### config.mk
export PLATFORM = sky130hd
export DESIGN_NAME = store_buffer_top_flat
export DESIGN_NICKNAME = d
export VERILOG_FILES = /design/src/rtl/stb_pkg.sv /design/src/rtl/stb_if.sv /design/src/rtl/stb_fifo.sv /design/src/rtl/store_buffer_top.sv /design/src/flat_wrapper.sv
export SDC_FILE = /design/constraint.sdc
export NUM_CORES = 1
export LEC_CHECK = 0
export BUFFER_PORTS_ARGS = -buffer_cell sky130_fd_sc_hd__buf_2
export CAP_MARGIN = 20
export CORE_UTILIZATION = 52
export CTS_CLUSTER_SIZE = 24
export DETAILED_ROUTE_END_ITERATION = 8
export PLACE_DENSITY = 0.76
export SETUP_SLACK_MARGIN = 0.05
export SYNTH_ARGS = -nofsm -noshare
export SYNTH_HDL_FRONTEND = slang
export SYNTH_SLANG_ARGS = --single-unit
### constraint.sdc
create_clock -name clk -period 3 [get_ports clk]
set_input_delay 0.6 -clock clk [delete_from_list [all_inputs] [get_ports clk]]
set_output_delay 0.6 -clock clk [all_outputs]
set_load 0.03 [all_outputs]
### src/rtl/stb_pkg.sv
// Shared types for the store buffer: entry layout and drain-state encoding.
// No logic; widths here size the interface and the FIFO storage.
package stb_pkg;
  localparam int ADDR_WIDTH     = 32;
  localparam int DATA_WIDTH     = 32;
  localparam int BYTE_SEL_WIDTH = DATA_WIDTH / 8;

  typedef struct packed {
    logic [ADDR_WIDTH-1:0]     addr;
    logic [DATA_WIDTH-1:0]     wdata;
    logic [BYTE_SEL_WIDTH-1:0] sel_byte;
    logic                      dmem_sel;
  } stb_entry_t;

  typedef enum logic [1:0] {
    DRN_IDLE,
    DRN_SEND,
    DRN_WAIT
  } drain_state_e;
endpackage

### src/rtl/stb_if.sv
// LSU-side store port and dcache-side drain port of the store buffer.
// master = LSU/dcache environment, slave = store buffer.
interface stb_if;
  import stb_pkg::*;

  logic [ADDR_WIDTH-1:0]     lsummu2stb_addr;
  logic [DATA_WIDTH-1:0]     lsummu2stb_wdata;
  logic [BYTE_SEL_WIDTH-1:0] lsummu2stb_sel_byte;
  logic                      lsummu2stb_w_en;
  logic                      lsummu2stb_req;
  logic                      dmem_sel_i;
  logic                      stb2lsummu_stall;
  logic                      stb2lsummu_ack;
  logic [ADDR_WIDTH-1:0]     stb2dcache_addr;
  logic [DATA_WIDTH-1:0]     stb2dcache_wdata;
  logic [BYTE_SEL_WIDTH-1:0] stb2dcache_sel_byte;
  logic                      stb2dcache_w_en;
  logic                      stb2dcache_req;
  logic                      stb2dcache_empty;
  logic                      dmem_sel_o;
  logic                      dcache2stb_ack;

  modport master (
    output lsummu2stb_addr, lsummu2stb_wdata, lsummu2stb_sel_byte,
           lsummu2stb_w_en, lsummu2stb_req, dmem_sel_i, dcache2stb_ack,
    input  stb2lsummu_stall, stb2lsummu_ack, stb2dcache_addr, stb2dcache_wdata,
           stb2dcache_sel_byte, stb2dcache_w_en, stb2dcache_req,
           stb2dcache_empty, dmem_sel_o
  );

  modport slave (
    input  lsummu2stb_addr, lsummu2stb_wdata, lsummu2stb_sel_byte,
           lsummu2stb_w_en, lsummu2stb_req, dmem_sel_i, dcache2stb_ack,
    output stb2lsummu_stall, stb2lsummu_ack, stb2dcache_addr, stb2dcache_wdata,
           stb2dcache_sel_byte, stb2dcache_w_en, stb2dcache_req,
           stb2dcache_empty, dmem_sel_o
  );
endinterface

### src/rtl/stb_fifo.sv
// Generic in-order FIFO; write takes effect at the edge, head readable combinationally.
// No internal guard: caller must not push when full or pop when empty.
module stb_fifo #(
  parameter int WIDTH = 8,
  parameter int DEPTH = 4
) (
  input  logic             clk,
  input  logic             rst_n,
  input  logic             push,
  input  logic [WIDTH-1:0] wdata,
  input  logic             pop,
  output logic [WIDTH-1:0] rdata,
  output logic             full,
  output logic             empty
);
  localparam int PW = $clog2(DEPTH);

  logic [WIDTH-1:0] mem [DEPTH];
  logic [PW-1:0]    wr_ptr;
  logic [PW-1:0]    rd_ptr;
  logic [PW:0]      count;

  // Pointers are exactly log2(DEPTH) bits, so they wrap without compare logic.
  always_ff @(posedge clk or negedge rst_n) begin
    if (!rst_n) begin
      wr_ptr <= '0;
      rd_ptr <= '0;
      count  <= '0;
    end else begin
      if (push) wr_ptr <= wr_ptr + 1'b1;
      if (pop)  rd_ptr <= rd_ptr + 1'b1;
      case ({push, pop})
        2'b10:   count <= count + 1'b1;
        2'b01:   count <= count - 1'b1;
        default: count <= count;
      endcase
    end
  end

  always_ff @(posedge clk) begin
    if (push) mem[wr_ptr] <= wdata;
  end

  assign rdata = mem[rd_ptr];
  assign full  = (count == (PW+1)'(DEPTH));
  assign empty = (count == '0);
endmodule

### src/rtl/store_buffer_top.sv
// Write-posting store buffer: LSU stores acked combinationally, drained in order to dcache.
// LSU stalls only when full; drain holds each head until dcache ack, then waits for ack release.
module store_buffer_top
  import stb_pkg::*;
#(
  parameter int BLEN = 4
) (
  input logic  clk,
  input logic  rst_n,
  stb_if.slave bus
);
  stb_entry_t   wr_entry;
  stb_entry_t   head;
  logic         full;
  logic         empty;
  logic         store_req;
  logic         push;
  logic         pop;
  drain_state_e state;
  drain_state_e state_nxt;

  assign store_req = bus.lsummu2stb_req & bus.lsummu2stb_w_en;
  // Full check uses the pre-pop occupancy, so a full FIFO never pushes in its pop cycle.
  assign push      = store_req & ~full;
  assign pop       = (state == DRN_SEND) & bus.dcache2stb_ack;

  assign wr_entry.addr     = bus.lsummu2stb_addr;
  assign wr_entry.wdata    = bus.lsummu2stb_wdata;
  assign wr_entry.sel_byte = bus.lsummu2stb_sel_byte;
  assign wr_entry.dmem_sel = bus.dmem_sel_i;

  stb_fifo #(
    .WIDTH ($bits(stb_entry_t)),
    .DEPTH (BLEN)
  ) u_fifo (
    .clk   (clk),
    .rst_n (rst_n),
    .push  (push),
    .wdata (wr_entry),
    .pop   (pop),
    .rdata (head),
    .full  (full),
    .empty (empty)
  );

  always_ff @(posedge clk or negedge rst_n) begin
    if (!rst_n) state <= DRN_IDLE;
    else        state <= state_nxt;
  end

  // WAIT absorbs a long ack level so one ack pulse or level retires a single entry.
  always_comb begin
    state_nxt = state;
    case (state)
      DRN_IDLE: if (!empty)              state_nxt = DRN_SEND;
      DRN_SEND: if (bus.dcache2stb_ack)  state_nxt = DRN_WAIT;
      DRN_WAIT: if (!bus.dcache2stb_ack) state_nxt = DRN_IDLE;
      default:                           state_nxt = DRN_IDLE;
    endcase
  end

  always_comb begin
    bus.stb2lsummu_ack      = push;
    bus.stb2lsummu_stall    = store_req & full;
    bus.stb2dcache_req      = (state == DRN_SEND);
    bus.stb2dcache_w_en     = (state == DRN_SEND);
    bus.stb2dcache_empty    = empty;
    bus.stb2dcache_addr     = empty ? '0 : head.addr;
    bus.stb2dcache_wdata    = empty ? '0 : head.wdata;
    bus.stb2dcache_sel_byte = empty ? '0 : head.sel_byte;
    bus.dmem_sel_o          = (state == DRN_SEND) & head.dmem_sel;
  end
endmodule

### src/flat_wrapper.sv
// flat-port wrapper written by rule: the top's interface ports become plain ports
module store_buffer_top_flat import stb_pkg::*;
#(
  parameter int BLEN = 4
)
  (clk, rst_n, bus_lsummu2stb_addr, bus_lsummu2stb_wdata, bus_lsummu2stb_sel_byte, bus_lsummu2stb_w_en, bus_lsummu2stb_req, bus_dmem_sel_i, bus_dcache2stb_ack, bus_stb2lsummu_stall, bus_stb2lsummu_ack, bus_stb2dcache_addr, bus_stb2dcache_wdata, bus_stb2dcache_sel_byte, bus_stb2dcache_w_en, bus_stb2dcache_req, bus_stb2dcache_empty, bus_dmem_sel_o);
  stb_if bus_i ();
  input logic clk;
  input logic rst_n;
  input wire logic [$bits(bus_i.lsummu2stb_addr)-1:0] bus_lsummu2stb_addr;
  input wire logic [$bits(bus_i.lsummu2stb_wdata)-1:0] bus_lsummu2stb_wdata;
  input wire logic [$bits(bus_i.lsummu2stb_sel_byte)-1:0] bus_lsummu2stb_sel_byte;
  input wire logic [$bits(bus_i.lsummu2stb_w_en)-1:0] bus_lsummu2stb_w_en;
  input wire logic [$bits(bus_i.lsummu2stb_req)-1:0] bus_lsummu2stb_req;
  input wire logic [$bits(bus_i.dmem_sel_i)-1:0] bus_dmem_sel_i;
  input wire logic [$bits(bus_i.dcache2stb_ack)-1:0] bus_dcache2stb_ack;
  output wire logic [$bits(bus_i.stb2lsummu_stall)-1:0] bus_stb2lsummu_stall;
  output wire logic [$bits(bus_i.stb2lsummu_ack)-1:0] bus_stb2lsummu_ack;
  output wire logic [$bits(bus_i.stb2dcache_addr)-1:0] bus_stb2dcache_addr;
  output wire logic [$bits(bus_i.stb2dcache_wdata)-1:0] bus_stb2dcache_wdata;
  output wire logic [$bits(bus_i.stb2dcache_sel_byte)-1:0] bus_stb2dcache_sel_byte;
  output wire logic [$bits(bus_i.stb2dcache_w_en)-1:0] bus_stb2dcache_w_en;
  output wire logic [$bits(bus_i.stb2dcache_req)-1:0] bus_stb2dcache_req;
  output wire logic [$bits(bus_i.stb2dcache_empty)-1:0] bus_stb2dcache_empty;
  output wire logic [$bits(bus_i.dmem_sel_o)-1:0] bus_dmem_sel_o;
  assign bus_i.lsummu2stb_addr = bus_lsummu2stb_addr;
  assign bus_i.lsummu2stb_wdata = bus_lsummu2stb_wdata;
  assign bus_i.lsummu2stb_sel_byte = bus_lsummu2stb_sel_byte;
  assign bus_i.lsummu2stb_w_en = bus_lsummu2stb_w_en;
  assign bus_i.lsummu2stb_req = bus_lsummu2stb_req;
  assign bus_i.dmem_sel_i = bus_dmem_sel_i;
  assign bus_i.dcache2stb_ack = bus_dcache2stb_ack;
  assign bus_stb2lsummu_stall = bus_i.stb2lsummu_stall;
  assign bus_stb2lsummu_ack = bus_i.stb2lsummu_ack;
  assign bus_stb2dcache_addr = bus_i.stb2dcache_addr;
  assign bus_stb2dcache_wdata = bus_i.stb2dcache_wdata;
  assign bus_stb2dcache_sel_byte = bus_i.stb2dcache_sel_byte;
  assign bus_stb2dcache_w_en = bus_i.stb2dcache_w_en;
  assign bus_stb2dcache_req = bus_i.stb2dcache_req;
  assign bus_stb2dcache_empty = bus_i.stb2dcache_empty;
  assign bus_dmem_sel_o = bus_i.dmem_sel_o;
  store_buffer_top #(.BLEN(BLEN)) u_core (.clk(clk), .rst_n(rst_n), .bus(bus_i));
endmodule
After elaboration in Yosys (flattened, before gate mapping). Memories as Yosys holds them, arrays and structs flattened. Index checks and enable logic that the tools add are counted.

Muxes and demuxes: 10. Reductions and logical operators: 4. Bitwise gates (word level): 6. $mul: 0. Divide/modulo/power cells: 0. Order comparisons: 0. Shift operators: 0. Eq/ne operators: 8. $add $sub $neg: 4.

Operators with widths (count): $mux 32 (2); $mux 2 (3); $ne 2x2->1 const B (3); $pmux 2 s3 (1); $pmux 3 s2 (1); $and 1x1->1 (5); $add 2x1->2 const B (2); $eq 2x1->1 const B (2); $eq 2x2->1 const B (2); $mux 4 (1); $add 3x1->3 const B (1); $eq 3x3->1 const B (1); $logic_not 3->1 (1); $reduce_and 3->1 (1); $sub 3x1->3 const B (1); $logic_not 2->1 (1); $mux 1 (2); $reduce_bool 2->1 (1); $not 1->1 (1).

Memory bits (writable): 276. Register bits: 9. Word-level logic and storage cells: 37. Bits in read-only memories: 0. Input bits: 74. Memories: 1. Latch bits: 0.

Memories: u_core.u_fifo.mem (depth 4, bits a word 69, read ports 1, clocked after memory_dff 0, wr ports 1, RTL line stb_fifo.sv:18) `logic [WIDTH-1:0] mem [DEPTH];`.

Logic depth before layout (Yosys ltp). Gate-level depths: netlist (run 1).

Word-level depth: 5. Gate-level depth with buffers: 9. Mapped depth without buffers: 9.

Cells and area by module. Synthesis (run 1) repeated with hierarchy kept, for this count alone.

Cell total of the unflattened synthesis: 486. Area, all modules: 11034.3 µm².

By module, submodules not included: stb_fifo (instances 1, cells each 398, area an instance 10430.0 µm²); store_buffer_top (instances 1, cells each 88, area an instance 604.3 µm²).

Least setup slack after synthesis (run 1). No wires, ideal clock.

Path kind: input to register. From: input bus_lsummu2stb_req. To: memory u_core.u_fifo.mem[2][0] (netlist name), enable pin. Data required time: 2.565 ns. Buffers on the path: 0. Stages on the path: 3. Slack: -0.254 ns. Data arrival time: 2.820 ns. Cell sequence: nand2_1 > a21oi_2 > and2_1.

Word-level cells in the longest chain between the ends: 4.

Ends and longest elaborated chain: from (decl) (RTL line flat_wrapper.sv:14) `input wire logic [$bits(bus_i.lsummu2stb_req)-1:0] bus_lsummu2stb_req;`; $and 1x1->1 (RTL line store_buffer_top.sv:22) `assign store_req = bus.lsummu2stb_req & bus.lsummu2stb_w_en;`; $and 1x1->1 (RTL line store_buffer_top.sv:24) `assign push = store_req & ~full;`; named net bus_stb2lsummu_ack (RTL line flat_wrapper.sv:18) `output wire logic [$bits(bus_i.stb2lsummu_ack)-1:0] bus_stb2lsummu_ack;`; $mux 1 (RTL line stb_fifo.sv:41) `if (push) mem[wr_ptr] <= wdata;`; $mux 1 (not written as such) (RTL line stb_fifo.sv:41); to (decl) (RTL line stb_fifo.sv:18).

The timed path passes the listed nets, and every way through them passes these cells.

Worst setup path after layout (run 1).
From: register u_core.u_fifo.rd_ptr[1]. To: output bus_stb2dcache_wdata[7].

Word-level cells in the longest chain between the ends: 2.

Ends and longest elaborated chain: from (decl) (RTL line stb_fifo.sv:20) `logic [PW-1:0] rd_ptr;`; from (signal assigned) (RTL line stb_fifo.sv:31) `if (pop) rd_ptr <= rd_ptr + 1'b1;`; $mem_v2 4x69; $mux 32 (RTL line store_buffer_top.sv:69) `bus.stb2dcache_wdata = empty ? '0 : head.wdata;`; to (decl) (RTL line flat_wrapper.sv:20) `output wire logic [$bits(bus_i.stb2dcache_wdata)-1:0] bus_stb2dcache_wdata;`.

Every way passes these cells.

==> results of run 1 <==
[final timing paths]
path | depth (start not counted) | from | end
hold reg to reg | 1 | u_core.state[1] | u_core.state[0]
min in group asynchronous | 2 | rst_n | u_core.u_fifo.wr_ptr[1]
max in group asynchronous | 2 | rst_n | u_core.u_fifo.rd_ptr[1]
setup reg to reg | 8 | u_core.state[0] | u_core.u_fifo.count[2]
hold / removal | 1 | bus_lsummu2stb_addr[22] | u_core.u_fifo.mem[1][59]
setup / recovery | 4 | u_core.u_fifo.rd_ptr[1] | bus_stb2dcache_wdata[7]
[metal layers]
| layer | share of wire, % | global-route usage (%) | vias up |
|---|---|---|---|
| li1 | - | - | 2317 |
| met1 | 40 | 25.2 | 2751 |
| met2 | 53 | 35.2 | 145 |
| met3 | 5.1 | 3.35 | 34 |
| met4 | 1.9 | 6.70 | 0 |
| met5 | 0 | 0 | - |
[final cells by class]
class | instances | area, um^2 | share of cell area, %
Tap cell | 270 | 338 | 2.59
Clock buffer | 47 | 856 | 6.55
Inverter | 6 | 22.5 | 0.172
Multi-Input combinational cell | 170 | 2270 | 17.4
Clock inverter | 7 | 37.5 | 0.287
Antenna cell | 2 | 5.00 | 0.0383
Timing Repair Buffer | 167 | 1010 | 7.76
Sequential cell | 285 | 8520 | 65.2
[what timing repair did]
item	in CTS	in global routing
hold buffers	1	0
setup endpoints to repair	55	0
resized for setup	0	0
hold endpoints to repair	9	0
buffers inserted	1	0
[cell usage after synthesis]
master | count | area [um^2]
and2_1 | 6 | 37.5
nand2_1 | 2 | 7.51
xnor2_1 | 3 | 26.3
inv_1 | 6 | 22.5
mux4_2 | 69 | 1550
xor2_1 | 3 | 26.3
clkbuf_1 | 6 | 22.5
nand3_1 | 1 | 5.00
buf_6 | 8 | 90.1
nor2b_1 | 70 | 438
clkbuf_2 | 1 | 5.00
dfrtp_1 | 9 | 225
o21a_1 | 1 | 7.51
mux2i_1 | 1 | 10.0
nor3_2 | 1 | 10.0
ha_1 | 5 | 62.6
mux2_2 | 1 | 11.3
a21oi_2 | 1 | 8.76
nor2_1 | 3 | 11.3
a211oi_1 | 1 | 7.51
buf_4 | 1 | 7.51
nor4_1 | 1 | 6.26
edfxtp_1 | 276 | 8290
fa_1 | 1 | 20.0
buf_2 | 8 | 40.0
[state kept, by name, summed over array words and instances (netlist names)]
signal	count
u_core.u_fifo.wr_ptr	2
u_core.u_fifo.count	3
u_core.u_fifo.mem	276
u_core.u_fifo.rd_ptr	2
u_core.state	2
[kinds of logic (layout without fill, tap and decap cells)]
| logic type | Yosys count | after routing | share of synthesized area, % |
|---|---|---|---|
| mux | 71 | 71 | 14.4 |
| simple gates | 84 | 84 | 4.71 |
| buf+inv | 30 | 227 | 1.71 |
| flops | 285 | 285 | 77.7 |
| other cells | 0 | 2 | 0 |
| fa+ha+maj | 6 | 6 | 0.754 |
| xor+xnor | 6 | 6 | 0.480 |
| compound gates | 3 | 3 | 0.217 |
[power groups by stage]
stage	combinational [mW]	clock, mW	sequential (mW)
2_1_floorplan	3.72	0	5.04
4_1_cts	5.00	3.39	5.12
6_report	4.90	3.32	5.12
5_1_grt	5.24	3.54	5.16
3_3_place_gp	4.83	0	5.22
3_5_place_dp	4.89	0	5.26
[through the flow]
| stage | instances | util [%] |
|---|---|---|
| floorplan | 485 | - |
| global placement | 896 | 59.4 |
| detailed placement | 896 | 59.4 |
| CTS | 952 | 63.9 |
| global route | 953 | 63.9 |
| finish | 954 | 63.9 |
[worst max-delay path, cell delays in order (launching register included)]
cell and delay (ns):
dfrtp_4 0.68, buf_12 0.25, mux4_2 0.32, nor2b_1 0.16, buf_2 0.21
==> flow_metrics.py, run 1 <==
metrics = {
    "status": {
        "run_status": "complete, no violations",
    },
    "drt": {
        "wl_per_cell_um": 21.7,
        "dr.first_iter.drc_count": 326,
        "num_vias": 5247,
        "drcViolationCount": 0,
        "drt_wl_total_um": 20700,
        "drt_pre_antenna_iters": 4,
        "ant_nets": 0,
        "viasPerCell": 5.50,
    },
    "place": {
        "port_buffers": 147,
        "dpl_worst_slack_ns": 0.531,
        "hpwlAfterDp_um": 12900,
        "placed_cell_area_um2": 12100,
        "gp_congestion": 0.719,
    },
    "power": {
        "power_mw": 13.3,
        "p_sw_share_pct": 34.3,
        "p_int_mw": 8.77,
        "clockPowerShare_pct": 24.9,
        "seqPwrFrac_pct": 38.4,
        "power.density_nw_per_um2": 1020,
        "p_leak_nw": 4.54,
        "p_comb_share_pct": 36.7,
        "p_sw_mw": 4.57,
        "ir_drop_uv": 693,
    },
    "floorplanning": {
        "rows": 52,
        "die_y_um": 147,
        "core_um2": 20400,
        "die_area_um2": 21600,
        "io_pins": 148,
        "start_util_pct": 53.6,
        "die_x_um": 147,
    },
    "global_route": {
        "antenna_found_initial": 1,
        "grt_first_pass_wirelength_um": 32200,
        "gr-total-overflow": 0,
        "grtUsageTotal_pct": 20.0,
        "grt_max_degree": 48,
        "grt_pass1_vias": 5655,
    },
    "cts": {
        "cts_max_level": 1,
        "cts_root_buffer": "clkbuf_16",
        "clock_latency_ns": 0.54,
        "cts_buffers": 30,
        "clk_pin_slew_ns": 0.06,
        "cts_tree": "built",
        "cts_sinks": 285,
        "cts_buffer_depth": 3,
    },
    "timing": {
        "tightest_slew_ns": 0.586,
        "finalWorstSetupSlack_ns": 0.223,
        "rsz0062_at_grt": "false",
        "finClkSkew_ns": 0.0122,
        "fmax_mhz": 360,
        "final_hold_viol_count": 0,
        "setup_viol": 0,
        "period_minus_slack_ns": 2.78,
        "slew_headroom_pct": 60.9,
        "fin_crit_sh_pct": 92.6,
        "report.final.slew_viol_count": 0,
        "whs_ns": 0.276,
        "setup_tns_ns": 0,
    },
    "critical_path": {
        "worstPathRequired_ns": 2.40,
        "end_kind": "output port",
        "arrival_ns": 2.18,
        "ff2ff_setup_slack_ns": 0.81,
        "cp-start-kind": "register",
        "crit_path_max_fanout": 26,
        "criticalPathCategory": "reg2out",
    },
    "finish": {
        "final_nets": 740,
        "drive_gt1_share_pct": 41.3,
        "final_area_um2": 13100,
        "nFillCells": 1415,
        "final_cell_mix": "edfxtp_1 (276), buf_2 (147), nor2b_1 (70)",
        "final_common_cell": "edfxtp_1",
        "area_delta_synth_final_pct": 19.3,
    },
    "synthesis": {
        "postSynthCellCount": 485,
        "synth_nets": 565,
        "netlist_area_um2": 11000,
        "ys_types": 25,
        "synth-seq-area-share_pct": 77.7,
        "synth_seq_cells": 285,
        "postSynthAreaPerCell_um2": 22.6,
        "ys_warn_count": 0,
    },
    "job": {
        "drv_cap": 0,
    },
    "hold_path": {
        "min-delay-path-class": "in2reg",
    },
}
Power figures use the tool's default switching activity.
==> run 2, diff against run 1 <==
CORE_ASPECT_RATIO = 0.7   (was unset)
==> flow_metrics.py, run 2 (synthesis gave the netlist of run 1 again) <==
metrics = {
    "status": {
        "run_status": "complete, no violations",
    },
    "timing": {
        "tightest_slew_ns": 0.436,
        "whs_ns": 0.293,
        "setup_tns_ns": 0,
        "period_minus_slack_ns": 2.81,
        "finClkSkew_ns": 0.00913,
        "setup_viol": 0,
        "fmax_mhz": 355,
        "fin_crit_sh_pct": 93.8,
        "slew_headroom_pct": 70.9,
        "final_hold_viol_count": 0,
        "rsz0062_at_grt": "false",
        "report.final.slew_viol_count": 0,
    },
    "drt": {
        "viasPerCell": 5.44,
        "wl_met2_um": 9490,
        "drt_wl_total_um": 19600,
        "top_layer_used": "met5",
        "dr.first_iter.drc_count": 361,
        "drt-met1-wl_um": 8270,
        "wl_met3_um": 1450,
        "wl_per_cell_um": 20.7,
        "drt_pre_antenna_iters": 5,
        "num_vias": 5152,
        "ant_nets": 0,
        "drcViolationCount": 0,
    },
    "global_route": {
        "grtUsageTotal_pct": 18.5,
        "grt_pass1_vias": 5558,
        "grt_first_pass_wirelength_um": 30000,
        "antenna_found_initial": 3,
        "gr-total-overflow": 0,
        "grt_max_degree": 71,
    },
    "place": {
        "hpwlAfterDp_um": 11800,
        "gp_congestion": 0.712,
        "placed_cell_area_um2": 12100,
        "port_buffers": 147,
    },
    "floorplanning": {
        "start_util_pct": 52.9,
        "rows": 44,
        "die_area_um2": 21700,
        "core_um2": 20700,
        "die_x_um": 175,
        "die_y_um": 123,
        "io_pins": 148,
    },
    "critical_path": {
        "cp-start-kind": "register",
        "crit_chain": "buf_12 > mux4_2 > nor2b_1 > buf_2",
        "max_stage_delay_ns": 0.55,
        "criticalPathCategory": "reg2out",
        "crit_path_max_fanout": 18,
        "cp_slowest_cell": "dfrtp_4",
        "end_kind": "output port",
        "arrival_ns": 2.21,
        "worstPathRequired_ns": 2.40,
    },
    "power": {
        "p_leak_nw": 4.47,
        "power.density_nw_per_um2": 1010,
        "ir_drop_uv": 589,
    },
    "cts": {
        "cts_root_buffer": "clkbuf_16",
        "clk_pin_slew_ns": 0.06,
        "clock_latency_ns": 0.52,
        "cts_tree": "built",
        "cts_resized": 0,
        "cts_max_level": 1,
        "cts_sinks": 285,
        "cts_buffer_depth": 3,
        "cts_buffers": 26,
    },
    "finish": {
        "final_cell_mix": "edfxtp_1 (276), buf_2 (147), nor2b_1 (70)",
        "largest_reg_flops": 276,
        "final_common_cell": "edfxtp_1",
        "area_delta_synth_final_pct": 17.8,
        "drive_gt1_share_pct": 40.4,
        "final_area_um2": 12900,
        "nFillCells": 1437,
        "utilization_pct": 62.3,
        "final_nets": 732,
        "top_register": "u_core.u_fifo.mem",
        "largestRegisters": "u_core.u_fifo.mem: 276 flops, u_core.u_fifo.count: 3 flops",
    },
    "job": {
        "drv_cap": 0,
    },
    "hold_path": {
        "min-delay-path-class": "in2reg",
    },
}
==> run 2: final cells by class <==
class                           instances  area (um^2)  area share (%)
Sequential cell                       285         8520            66.0
Multi-Input combinational cell        170         2270            17.6
Timing Repair Buffer                  163          971            7.52
Clock buffer                           33          698            5.41
Tap cell                              276          345            2.68
Clock inverter                         13         78.8           0.611
Inverter                                6         22.5           0.175
Antenna cell                            1         2.50          0.0194
==> run 2: stage by stage <==
stage,cells,setup WS [ns],total power [mW]
floorplan,485,0.474,8.77
global placement,898,0.556,10.0
detailed placement,898,0.551,10.1
CTS,946,0.126,13.2
global route,946,0.0676,13.6
finish,947,0.186,13.0
==> run 2: worst max-delay path, delay by kind of cell, from the launching register on <==
kind | cells | cell delay (ns)
buffers and inverters | 2 | 0.44
DFF | 1 | 0.55
muxes | 1 | 0.53
and+or+nand+nor | 1 | 0.17
==> run 2: worst paths after layout <==
kind	cells after the start	slack, ns	endpoint	from
worst max register to register	4	0.93	u_core.u_fifo.mem[1][0]	u_core.u_fifo.count[0]
max in group asynchronous	2	2.33	u_core.u_fifo.rd_ptr[1]	rst_n
worst min register to register	1	0.45	u_core.state[0]	u_core.state[1]
worst min-delay path	1	0.29	u_core.u_fifo.mem[0][26]	bus_lsummu2stb_wdata[21]
worst max-delay path	4	0.19	bus_stb2dcache_addr[2]	u_core.u_fifo.rd_ptr[0]
min in group asynchronous	2	0.46	u_core.u_fifo.rd_ptr[0]	rst_n
==> run 2: power by group <==
part / internal, mW / leakage, nW / switching (mW)
Combinational: 1.93 / 1.48 / 2.98
Clock: 1.72 / 0.380 / 1.32
Sequential: 4.87 / 2.61 / 0.183
==> run 2: timing repair <==
item                                    4_1_cts  5_1_grt
hold buffers                                  1        0
endpoints found under the hold margin         9        0
endpoints found under the setup margin       43        0
setup buffers                                 1        0
==> run 2: layer usage <==
layer	GRT usage, %	up-vias
li1	-	2293
met2	30.4	173
met1	25.1	2648
met5	0	-
met4	4.57	4
met3	4.98	34
